`src/rtl/psum_accum_drain.sv`:
```
// -----------------------------------------------------------------------------
// psum_accum_drain
//
// Purpose:
//   Sits downstream of the corelet output FIFO. During accumulation it pops one
//   row of `col` partial sums per cycle whenever the FIFO has a row available.
//   Over len_kij kernel positions it sums the len_onij output pixels of each pass
//   into a local register-file buffer. It then streams the finished rows, with
//   optional ReLU, to the L1 writeback path over a valid/ready handshake.
//
// Ports:
//   clk          in   rising-edge clock
//   reset        in   asynchronous, active-high
//   start        in   one-cycle pulse that begins a job (honoured only when idle)
//   relu_en      in   captured at start; 1 clamps negative outputs to zero
//   ofifo_valid  in   OFIFO holds at least one full row
//   ofifo_rd     out  pop strobe to the OFIFO; data_in is consumed in the same cycle
//   data_in      in   OFIFO head row, column i at [psum_bw*(i+1)-1 : psum_bw*i]
//   out_valid    out  out_data/out_addr carry a finished row
//   out_ready    in   downstream accepts the row when out_valid && out_ready
//   out_data     out  accumulated row, with ReLU applied if enabled
//   out_addr     out  output pixel index of out_data
//   busy         out  high whenever a job is in progress (any state but idle)
//   done         out  one-cycle pulse after the last row is accepted
// -----------------------------------------------------------------------------
module psum_accum_drain #(
  parameter int col      = 8,
  parameter int psum_bw  = 16,
  parameter int len_kij  = 9,
  parameter int len_onij = 16,
  parameter int addr_bw  = 4
) (
  input  logic                     clk,
  input  logic                     reset,
  input  logic                     start,
  input  logic                     relu_en,
  input  logic                     ofifo_valid,
  output logic                     ofifo_rd,
  input  logic [col*psum_bw-1:0]   data_in,
  output logic                     out_valid,
  input  logic                     out_ready,
  output logic [col*psum_bw-1:0]   out_data,
  output logic [addr_bw-1:0]       out_addr,
  output logic                     busy,
  output logic                     done
);

  localparam int ROW_BW = col * psum_bw;
  localparam int KIJ_BW = (len_kij > 1) ? $clog2(len_kij) : 1;

  localparam logic [KIJ_BW-1:0]  KIJ_LAST  = KIJ_BW'(len_kij - 1);
  localparam logic [addr_bw-1:0] ONIJ_LAST = addr_bw'(len_onij - 1);

  localparam logic [1:0] S_IDLE = 2'd0;
  localparam logic [1:0] S_ACC  = 2'd1;
  localparam logic [1:0] S_OUT  = 2'd2;
  localparam logic [1:0] S_DONE = 2'd3;

  logic [1:0]         r_state;
  logic [1:0]         w_state_next;
  logic [KIJ_BW-1:0]  r_kij_cnt;
  logic [addr_bw-1:0] r_onij_cnt;
  logic [addr_bw-1:0] r_out_cnt;
  logic               r_relu_q;

  // Psum buffer: one row per output pixel. It is never reset; the first
  // kernel position of every job overwrites each row before it is read.
  logic [ROW_BW-1:0]  r_psum_buf [0:len_onij-1];

  logic               w_pop;
  logic               w_out_hs;
  logic               w_acc_last;
  logic               w_out_last;
  logic               w_first_kij;
  logic [ROW_BW-1:0]  w_acc_row;
  logic [ROW_BW-1:0]  w_acc_next;
  logic [ROW_BW-1:0]  w_out_row;
  logic [ROW_BW-1:0]  w_out_relu;

  // ---------------------------------------------------------------------------
  // Handshakes and end-of-phase detection
  // ---------------------------------------------------------------------------
  // The pop is combinational so the FIFO sees the strobe in the same cycle
  // that data_in is consumed. Because r_state clears asynchronously, a reset
  // kills the strobe immediately.
  assign w_pop       = (r_state == S_ACC) && ofifo_valid;
  assign w_out_hs    = (r_state == S_OUT) && out_ready;
  assign w_acc_last  = (r_kij_cnt == KIJ_LAST) && (r_onij_cnt == ONIJ_LAST);
  assign w_out_last  = (r_out_cnt == ONIJ_LAST);
  assign w_first_kij = (r_kij_cnt == '0);

  // Two read ports on the register file: the read-modify-write row and the
  // row being drained. They are never active in the same state.
  assign w_acc_row = r_psum_buf[r_onij_cnt];
  assign w_out_row = r_psum_buf[r_out_cnt];

  // ---------------------------------------------------------------------------
  // Per-column datapath: wrapping accumulate and sign-bit ReLU
  // ---------------------------------------------------------------------------
  genvar gi;
  generate
    for (gi = 0; gi < col; gi++) begin : g_col
      logic [psum_bw-1:0] w_in_lane;
      logic [psum_bw-1:0] w_buf_lane;
      logic [psum_bw-1:0] w_out_lane;

      assign w_in_lane  = data_in[gi*psum_bw +: psum_bw];
      assign w_buf_lane = w_acc_row[gi*psum_bw +: psum_bw];
      assign w_out_lane = w_out_row[gi*psum_bw +: psum_bw];

      // psum_bw-bit add: overflow wraps modulo 2^psum_bw and never saturates.
      assign w_acc_next[gi*psum_bw +: psum_bw] =
        w_first_kij ? w_in_lane : (w_buf_lane + w_in_lane);

      assign w_out_relu[gi*psum_bw +: psum_bw] =
        (r_relu_q && w_out_lane[psum_bw-1]) ? '0 : w_out_lane;
    end
  endgenerate

  // ---------------------------------------------------------------------------
  // FSM next state
  // ---------------------------------------------------------------------------
  always_comb begin
    w_state_next = r_state;
    case (r_state)
      S_IDLE:  if (start)                    w_state_next = S_ACC;
      S_ACC:   if (w_pop && w_acc_last)      w_state_next = S_OUT;
      S_OUT:   if (w_out_hs && w_out_last)   w_state_next = S_DONE;
      S_DONE:                                w_state_next = S_IDLE;
      default:                               w_state_next = S_IDLE;
    endcase
  end

  // ---------------------------------------------------------------------------
  // State, counters and captured mode
  // ---------------------------------------------------------------------------
  always_ff @(posedge clk or posedge reset) begin
    if (reset) begin
      r_state    <= S_IDLE;
      r_kij_cnt  <= '0;
      r_onij_cnt <= '0;
      r_out_cnt  <= '0;
      r_relu_q   <= 1'b0;
    end else begin
      r_state <= w_state_next;
      case (r_state)
        S_IDLE: begin
          // relu_en is captured only here, so later changes during the job
          // have no effect.
          if (start) begin
            r_relu_q   <= relu_en;
            r_kij_cnt  <= '0;
            r_onij_cnt <= '0;
            r_out_cnt  <= '0;
          end
        end
        S_ACC: begin
          // Counters hold through FIFO stalls of any length.
          if (w_pop) begin
            if (r_onij_cnt == ONIJ_LAST) begin
              r_onij_cnt <= '0;
              r_kij_cnt  <= (r_kij_cnt == KIJ_LAST) ? '0 : (r_kij_cnt + 1'b1);
            end else begin
              r_onij_cnt <= r_onij_cnt + 1'b1;
            end
          end
        end
        S_OUT: begin
          // Address and data hold while out_ready is low.
          if (w_out_hs) begin
            r_out_cnt <= w_out_last ? '0 : (r_out_cnt + 1'b1);
          end
        end
        default: ;
      endcase
    end
  end

  // Buffer write port. It is clocked only, with no reset, so it can map onto
  // register-file or distributed RAM resources.
  always_ff @(posedge clk) begin
    if (w_pop) begin
      r_psum_buf[r_onij_cnt] <= w_acc_next;
    end
  end

  // ---------------------------------------------------------------------------
  // Outputs
  // ---------------------------------------------------------------------------
  assign ofifo_rd  = w_pop;
  assign out_valid = (r_state == S_OUT);
  // Gate data so it reads zero outside the drain phase (including reset) and
  // never exposes stale buffer contents.
  assign out_data  = out_valid ? w_out_relu : '0;
  assign out_addr  = r_out_cnt;
  assign busy      = (r_state != S_IDLE);
  assign done      = (r_state == S_DONE);

endmodule
```
`config.mk`:
```
export PLATFORM = sky130hd
export DESIGN_NAME = psum_accum_drain
export DESIGN_NICKNAME = d
export VERILOG_FILES = /design/src/rtl/psum_accum_drain.sv
export SDC_FILE = /design/constraint.sdc
export NUM_CORES = 2
export LEC_CHECK = 0
export CAP_MARGIN = 20
export CELL_PAD_IN_SITES_DETAIL_PLACEMENT = 2
export CELL_PAD_IN_SITES_GLOBAL_PLACEMENT = 2
export CORE_AREA = 3 3 457 459
export DETAILED_ROUTE_END_ITERATION = 8
export DIE_AREA = 0 0 460 462
export PLACE_DENSITY_LB_ADDON = 0.1
export REMOVE_ABC_BUFFERS = 1
export SETUP_SLACK_MARGIN = 0.4
export SYNTH_ARGS = -nofsm -noshare
export SYNTH_HDL_FRONTEND = slang
export SYNTH_SLANG_ARGS = --single-unit
```
`constraint.sdc`:
```
create_clock -name clk -period 5.61 [get_ports clk]
set_clock_uncertainty 0.15 [all_clocks]
set_input_delay 0.561 -clock clk [delete_from_list [all_inputs] [get_ports clk]]
set_output_delay 0.561 -clock clk [all_outputs]
set_load 0.02 [all_outputs]
```
Word-level counts from Yosys, hierarchy flattened
Memory sizes are Yosys's and may differ from the RTL's.
Cells that the tools add are included.
{"block": "totals", "regBits": 15, "n_memories": 1, "ram_bits": 2048, "elab_cells": 86}
{"block": "classes", "mux": 34, "n_eq_ne": 12, "reduce_logical": 23, "add_sub_neg": 11}
{"name": "r_psum_buf", "words": 16, "word_bits": 128, "read_ports": 2, "rd_ports_with_merged_regs": 0, "write_ports": 1, "line_no": "68", "source": "logic [ROW_BW-1:0] r_psum_buf [0:len_onij-1];"}
{"op": "$mux W16", "n": 16}
{"op": "$add A16 B16 Y16", "n": 8}
{"op": "$mux W128", "n": 1}
{"op": "$mux W4", "n": 8}
{"op": "$pmux W4 S2", "n": 3}
{"op": "$logic_and A1 B1 Y1", "n": 13}
{"op": "$add A4 B1 Y4 const B", "n": 3}
{"op": "$eq A4 B4 Y1 const B", "n": 3}
{"op": "$reduce_and A3 Y1", "n": 3}
{"op": "$ne A2 B1 Y1 const B", "n": 4}
{"op": "$pmux W2 S4", "n": 1}
{"op": "$mux W2", "n": 3}
{"op": "$reduce_bool A2 Y1", "n": 3}
{"op": "$eq A2 B2 Y1 const B", "n": 2}
{"op": "$logic_not A4 Y1", "n": 1}
{"op": "$ne A2 B2 Y1 const B", "n": 2}
{"op": "$reduce_and A4 Y1", "n": 1}
{"op": "$eq A2 B1 Y1 const B", "n": 1}
{"op": "$logic_not A2 Y1", "n": 1}
{"op": "$mux W1", "n": 2}
{"op": "$reduce_and A2 Y1", "n": 1}

Logic depth before layout (Yosys ltp)
{"block": "logic_depth", "depth_word": 5, "mapped_depth": 15, "mapped_depth_nobuf": 12}

Worst setup path before layout
No wires, ideal clock.
{"block": "synth_timing", "kind": "register to register", "start": "register r_onij_cnt[0]", "end": "memory r_psum_buf[0][126] (netlist bit), data pin", "t_arrival_ps": 4635, "stages_incl_launch_ff": 16, "period_less_slack_ps": 5125, "setup_time_ps": 341, "setup_slack_ps": 485, "required_ps": 5119, "path_buffers": 3, "path_cell_list": "dfrtp_1 > buf_2 > clkbuf_1 > buf_2 > mux4_2 > mux4_2 > ha_1 > inv_1 > fa_1 > nor2b_1 > o21a_1 > o21a_1 > o311a_1 > o311ai_1 > a21boi_1 > o31ai_1"}
{"block": "synth_via", "elab_chain_cells": 3}
{"item": "from (decl)", "line_no": "62", "source": "logic [addr_bw-1:0] r_onij_cnt;"}
{"item": "from (signal assigned)", "line_no": "164", "source": "r_onij_cnt <= r_onij_cnt + 1'b1;"}
{"item": "$mem_v2 Z16 W128"}
{"item": "$add A16 B16 Y16", "line_no": "113", "source": "w_first_kij ? w_in_lane : (w_buf_lane + w_in_lane);"}
{"item": "$mux W16", "line_no": "113"}
{"item": "via w_acc_next[126]", "line_no": "76", "source": "logic [ROW_BW-1:0] w_acc_next;"}
{"item": "to (decl)", "line_no": "68"}
The timed path passes the listed nets, and every way through them passes these cells.

Worst setup path after layout
{"block": "layout_timing", "start": "register r_out_cnt[1] (netlist: out_addr[1])", "end": "output port out_data[22]"}
{"block": "layout_via", "elab_chain_cells": 4}
{"item": "from (decl)", "line_no": "63", "source": "logic [addr_bw-1:0] r_out_cnt;"}
{"item": "from (signal assigned)", "line_no": "171", "source": "r_out_cnt <= w_out_last ? '0 : (r_out_cnt + 1'b1);"}
{"item": "$mem_v2 Z16 W128 *"}
{"item": "$logic_and A1 B1 Y1", "line_no": "116", "source": "(r_relu_q && w_out_lane[psum_bw-1]) ? '0 : w_out_lane;"}
{"item": "$mux W16 *", "line_no": "116"}
{"item": "$mux W128 *", "line_no": "194", "source": "assign out_data = out_valid ? w_out_relu : '0;"}
{"item": "to (decl)", "line_no": "42", "source": "output logic [col*psum_bw-1:0] out_data,"}
Mark *: on every way between the ends. The rest lies on a longest branch, timed or not.

==> run metrics <==
clock latency on the worst-skew pair ~870 ps; cell with the most instances on the worst path sky130_fd_sc_hd__mux4_2; Power per Cell Area 613.2 mW/mm²; EDFF count, synth between 2000 and 2500; Clock H-tree levels 4; worst hold slack 107.9 ps; ports placed on the boundary 270; clock tree root driver cell sky130_fd_sc_hd__clkbuf_16; number of clock sinks 2063; Mapped Avg Cell Area slightly above 20 µm²; Inserted Clock Buffers between 200 and 250; CP top delay family buffers and inverters; count of placed standard cells including taps 7863; core box area about 0.20 mm²; grt total ovfl 0; critical path arrival about 4500 ps; number of buffers inserted by port buffering about 270; Final Core Density 0.5682; vias per cell around 7.0; horizontal extent of the die ~460 µm; violated checks slew limit; gr usage total 0.3135; Cells after Synth 4992; antenna violations before repair 13; type of origin of the critical path register; number of global-route vias before repair 63920; fin. max-slew vios 4; type of the worst min-delay path primary input to asynchronous set/reset pin; initial cell density of the core 0.4903; distinct cell type count of the synthesized netlist 68; measured slew at the worst slew-check pin between 1500 and 2000 ps; outcome complete, but fails checks; die height ~460 µm; part of the Yosys area used for sequential elements 0.6163; required time worst endpoint 4900 ps; type of the worst setup path register to output pin; Rel. slew slack -0.0008208; count of maximum capacitance violations 0; endpoint of the lowest-slack register-to-register path r_psum_buf[6][76]; clock transition at the registers of the reported paths 60 ps; sequence of cells on the critical path buf_12 -> mux4_2 -> mux4_2 -> and3_1 -> clkdlybuf4s50_1; post-layout min period 5186 ps; wire length of the first global-routing pass 477.5 mm; post-route DRC violation count 0; number of warnings issued by yosys 0; Worst Setup End Kind output pin; number of nets in the layout 5728; period utilisation layout 0.9244; number of violations reported at the end of detailed-routing iteration 0 7070; average wire length per cell after detail routing 39.72 µm; count of antenna-violating nets left after detailed routing 0; cell leakage power roughly 36 nW; synthesis-to-finish area growth 15.89%; via count 58490; weighted congestion reported at the end of routability-driven placement 0.7904; Yosys reg bits 2063; most frequently used flop master after synthesis sky130_fd_sc_hd__edfxtp_1; source of the worst register-to-register timing path r_onij_cnt[0]; detailed-routing iteration count for the pre-antenna-repair pass 5; non-filler cells in the finished layout 8340; post-detail-place hpwl around 190 mm; setup repair after global routing missed its margin yes; final wirelength ~330 mm; final count of hold timing violations 0; layout cells sized above 1 0.3467; cts-stage hold buffer count 0; Cell Rows 166; standard cell with the maximum stage delay on the critical path sky130_fd_sc_hd__dfrtp_4; Max FO, Critical Path 154; Total Die Area 0.2125 mm²; logic depth of the worst register-to-register path 15; CTS tree built; area of the mapped netlist 0.1004 mm²; most common cell after layout, fill and taps aside sky130_fd_sc_hd__edfxtp_1; number of buffers on the longest clock path 3; leading cell types in the layout, fill and taps excluded sky130_fd_sc_hd__edfxtp_1 (2048), sky130_fd_sc_hd__mux4_2 (1229), sky130_fd_sc_hd__clkdlybuf4s50_1 (265); worst-case register-to-register setup slack between 500 and 600 ps; delay of the slowest cell on the worst path 710 ps; total setup violations reported at the end of the flow 0; highest clock rate 192.8 MHz; largest net degree at the start of global routing 155; peak supply drop 0.0004595 V; FFs w/ async S/R, synth 0.007271; worst path buffer plus inverter count 2
-- cells by family (layout without fill, tap and decap cells) --
group,count (synthesis),after routing,synth area share
flip-flops,2063,2063,0.6163
XOR/XNOR,95,95,0.008287
adder cells (fa/ha/maj),139,139,0.01792
AND/OR/NAND/NOR,498,498,0.02428
buffers and inverters,395,1050,0.01821
multiplexers,1321,1321,0.2849
AO/OA/AOI/OAI,481,481,0.03015
other,0,5,0
-- synthesized netlist by cell type, types with 5 or more instances --
cell type,count,area [µm²]
sky130_fd_sc_hd__and3_1,82,513.0
sky130_fd_sc_hd__xnor2_1,46,402.9
sky130_fd_sc_hd__o31ai_1,15,112.6
sky130_fd_sc_hd__nand3_1,20,100.1
sky130_fd_sc_hd__inv_1,51,191.4
sky130_fd_sc_hd__o41ai_1,5,43.79
sky130_fd_sc_hd__and2_1,41,256.5
sky130_fd_sc_hd__nand4_1,6,37.54
sky130_fd_sc_hd__nand2_1,159,596.8
sky130_fd_sc_hd__a22o_1,8,70.07
sky130_fd_sc_hd__buf_1,29,108.9
sky130_fd_sc_hd__nand2b_1,20,125.1
sky130_fd_sc_hd__a211oi_1,25,187.7
sky130_fd_sc_hd__or3_1,5,31.28
sky130_fd_sc_hd__buf_4,18,135.1
sky130_fd_sc_hd__nor2_1,105,394.1
sky130_fd_sc_hd__nor3b_1,7,52.55
sky130_fd_sc_hd__o211ai_1,11,82.58
sky130_fd_sc_hd__buf_2,105,525.5
sky130_fd_sc_hd__a22oi_1,5,37.54
sky130_fd_sc_hd__nor3_1,14,70.07
sky130_fd_sc_hd__ha_1,131,1639
sky130_fd_sc_hd__xor2_1,49,429.2
sky130_fd_sc_hd__a21o_1,35,262.8
sky130_fd_sc_hd__nor2b_1,20,125.1
sky130_fd_sc_hd__o21ai_1,33,165.2
sky130_fd_sc_hd__mux4_2,1229,27680
sky130_fd_sc_hd__clkbuf_1,173,649.4
sky130_fd_sc_hd__mux2i_1,88,880.8
sky130_fd_sc_hd__buf_6,18,202.7
sky130_fd_sc_hd__edfxtp_1,2048,61500
sky130_fd_sc_hd__a31oi_1,11,68.82
sky130_fd_sc_hd__o21a_1,17,127.6
sky130_fd_sc_hd__nor4_1,8,50.05
sky130_fd_sc_hd__a221oi_1,9,78.83
sky130_fd_sc_hd__o21ai_0,84,420.4
sky130_fd_sc_hd__a21oi_1,125,625.6
sky130_fd_sc_hd__o22ai_1,46,287.8
sky130_fd_sc_hd__fa_1,8,160.2
sky130_fd_sc_hd__o21bai_1,11,82.58
sky130_fd_sc_hd__dfrtp_1,15,375.4
-- layer usage --
metal	global-route usage	vias to the layer above	share of wire
met2	0.5216	2765	0.50
met1	0.4289	32460	0.40
met3	0.04685	554	0.069
met4	0.1029	6	0.033
met5	0	-	0.00012
li1	-	22700	-
-- power breakdown --
part / total (mW) / switching, mW / internal [mW] / leakage (nW)
registers: 24.4 / 0.491 / 23.9 / 18.6
logic: 31.8 / 19.0 / 12.8 / 13.9
clock network: 15.1 / 6.33 / 8.78 / 3.58
-- repair_timing --
item	in CTS	in global routing
gates resized for setup	65	39
cloned	2	1
pin swaps	0	7
setup endpoints to repair	555	339
setup buffers	9	9
-- metrics by stage --
step / power [mW] / worst slack [ps] / TNS (ps) / cell area, µm²
floorplan: 43.90 / -18210 / - / 98770
global placement: 53.05 / 198.2 / 0 / 107800
detailed placement: 54.72 / -308.2 / -5261 / 107800
CTS: 70.52 / 379.8 / 0 / 115700
global route: 74.64 / 330.4 / 0 / 116300
finish: 71.35 / 423.9 / 0 / 116400
-- final cells by class --
cell class | instances | area (µm²)
antenna | 5 | 12.51
fill | 16620 | 88430
inverter | 51 | 191.4
timing repair buffer | 579 | 6306
sequential | 2063 | 61900
clock inverter | 137 | 1399
multi-input combinational | 2534 | 37210
clock buffer | 283 | 5974
tap | 2688 | 3363
-- flip-flops by register name, summed over array words and instances, names as in the netlist --
signal      flops
r_relu_q        1
r_kij_cnt       4
r_psum_buf   2048
r_onij_cnt      4
out_addr        4
r_state         2
-- how the worst max path moves through the flow --
stage / slack [ps] / to / startpoint / cells after the start
after detailed placement: -310 / r_psum_buf[10][95] / r_onij_cnt[0] / 13
after floorplan: -18210 / r_psum_buf[15][0] / r_onij_cnt[0] / 2
after global routing: 330 / out_data[32] / out_addr[0] / 7
final: 420 / out_data[22] / out_addr[1] / 5
after CTS: 380 / r_psum_buf[15][62] / r_onij_cnt[0] / 13
after global placement: 200 / r_psum_buf[8][79] / r_onij_cnt[0] / 13
-- worst register-to-register path: stages, from the launching register on --
cell,delay [ps]
sky130_fd_sc_hd__dfrtp_4,510
sky130_fd_sc_hd__buf_16,280
sky130_fd_sc_hd__buf_4,260
sky130_fd_sc_hd__mux4_2,500
sky130_fd_sc_hd__mux4_2,500
sky130_fd_sc_hd__ha_1,280
sky130_fd_sc_hd__inv_1,140
sky130_fd_sc_hd__fa_1,250
sky130_fd_sc_hd__nor2b_1,90
sky130_fd_sc_hd__o21ai_2,230
sky130_fd_sc_hd__a21boi_1,190
sky130_fd_sc_hd__o41ai_1,330
sky130_fd_sc_hd__buf_4,220
sky130_fd_sc_hd__a311oi_1,150
sky130_fd_sc_hd__or3_1,360
sky130_fd_sc_hd__a31o_2,370
No activity file was read; power rests on OpenSTA's default activity.
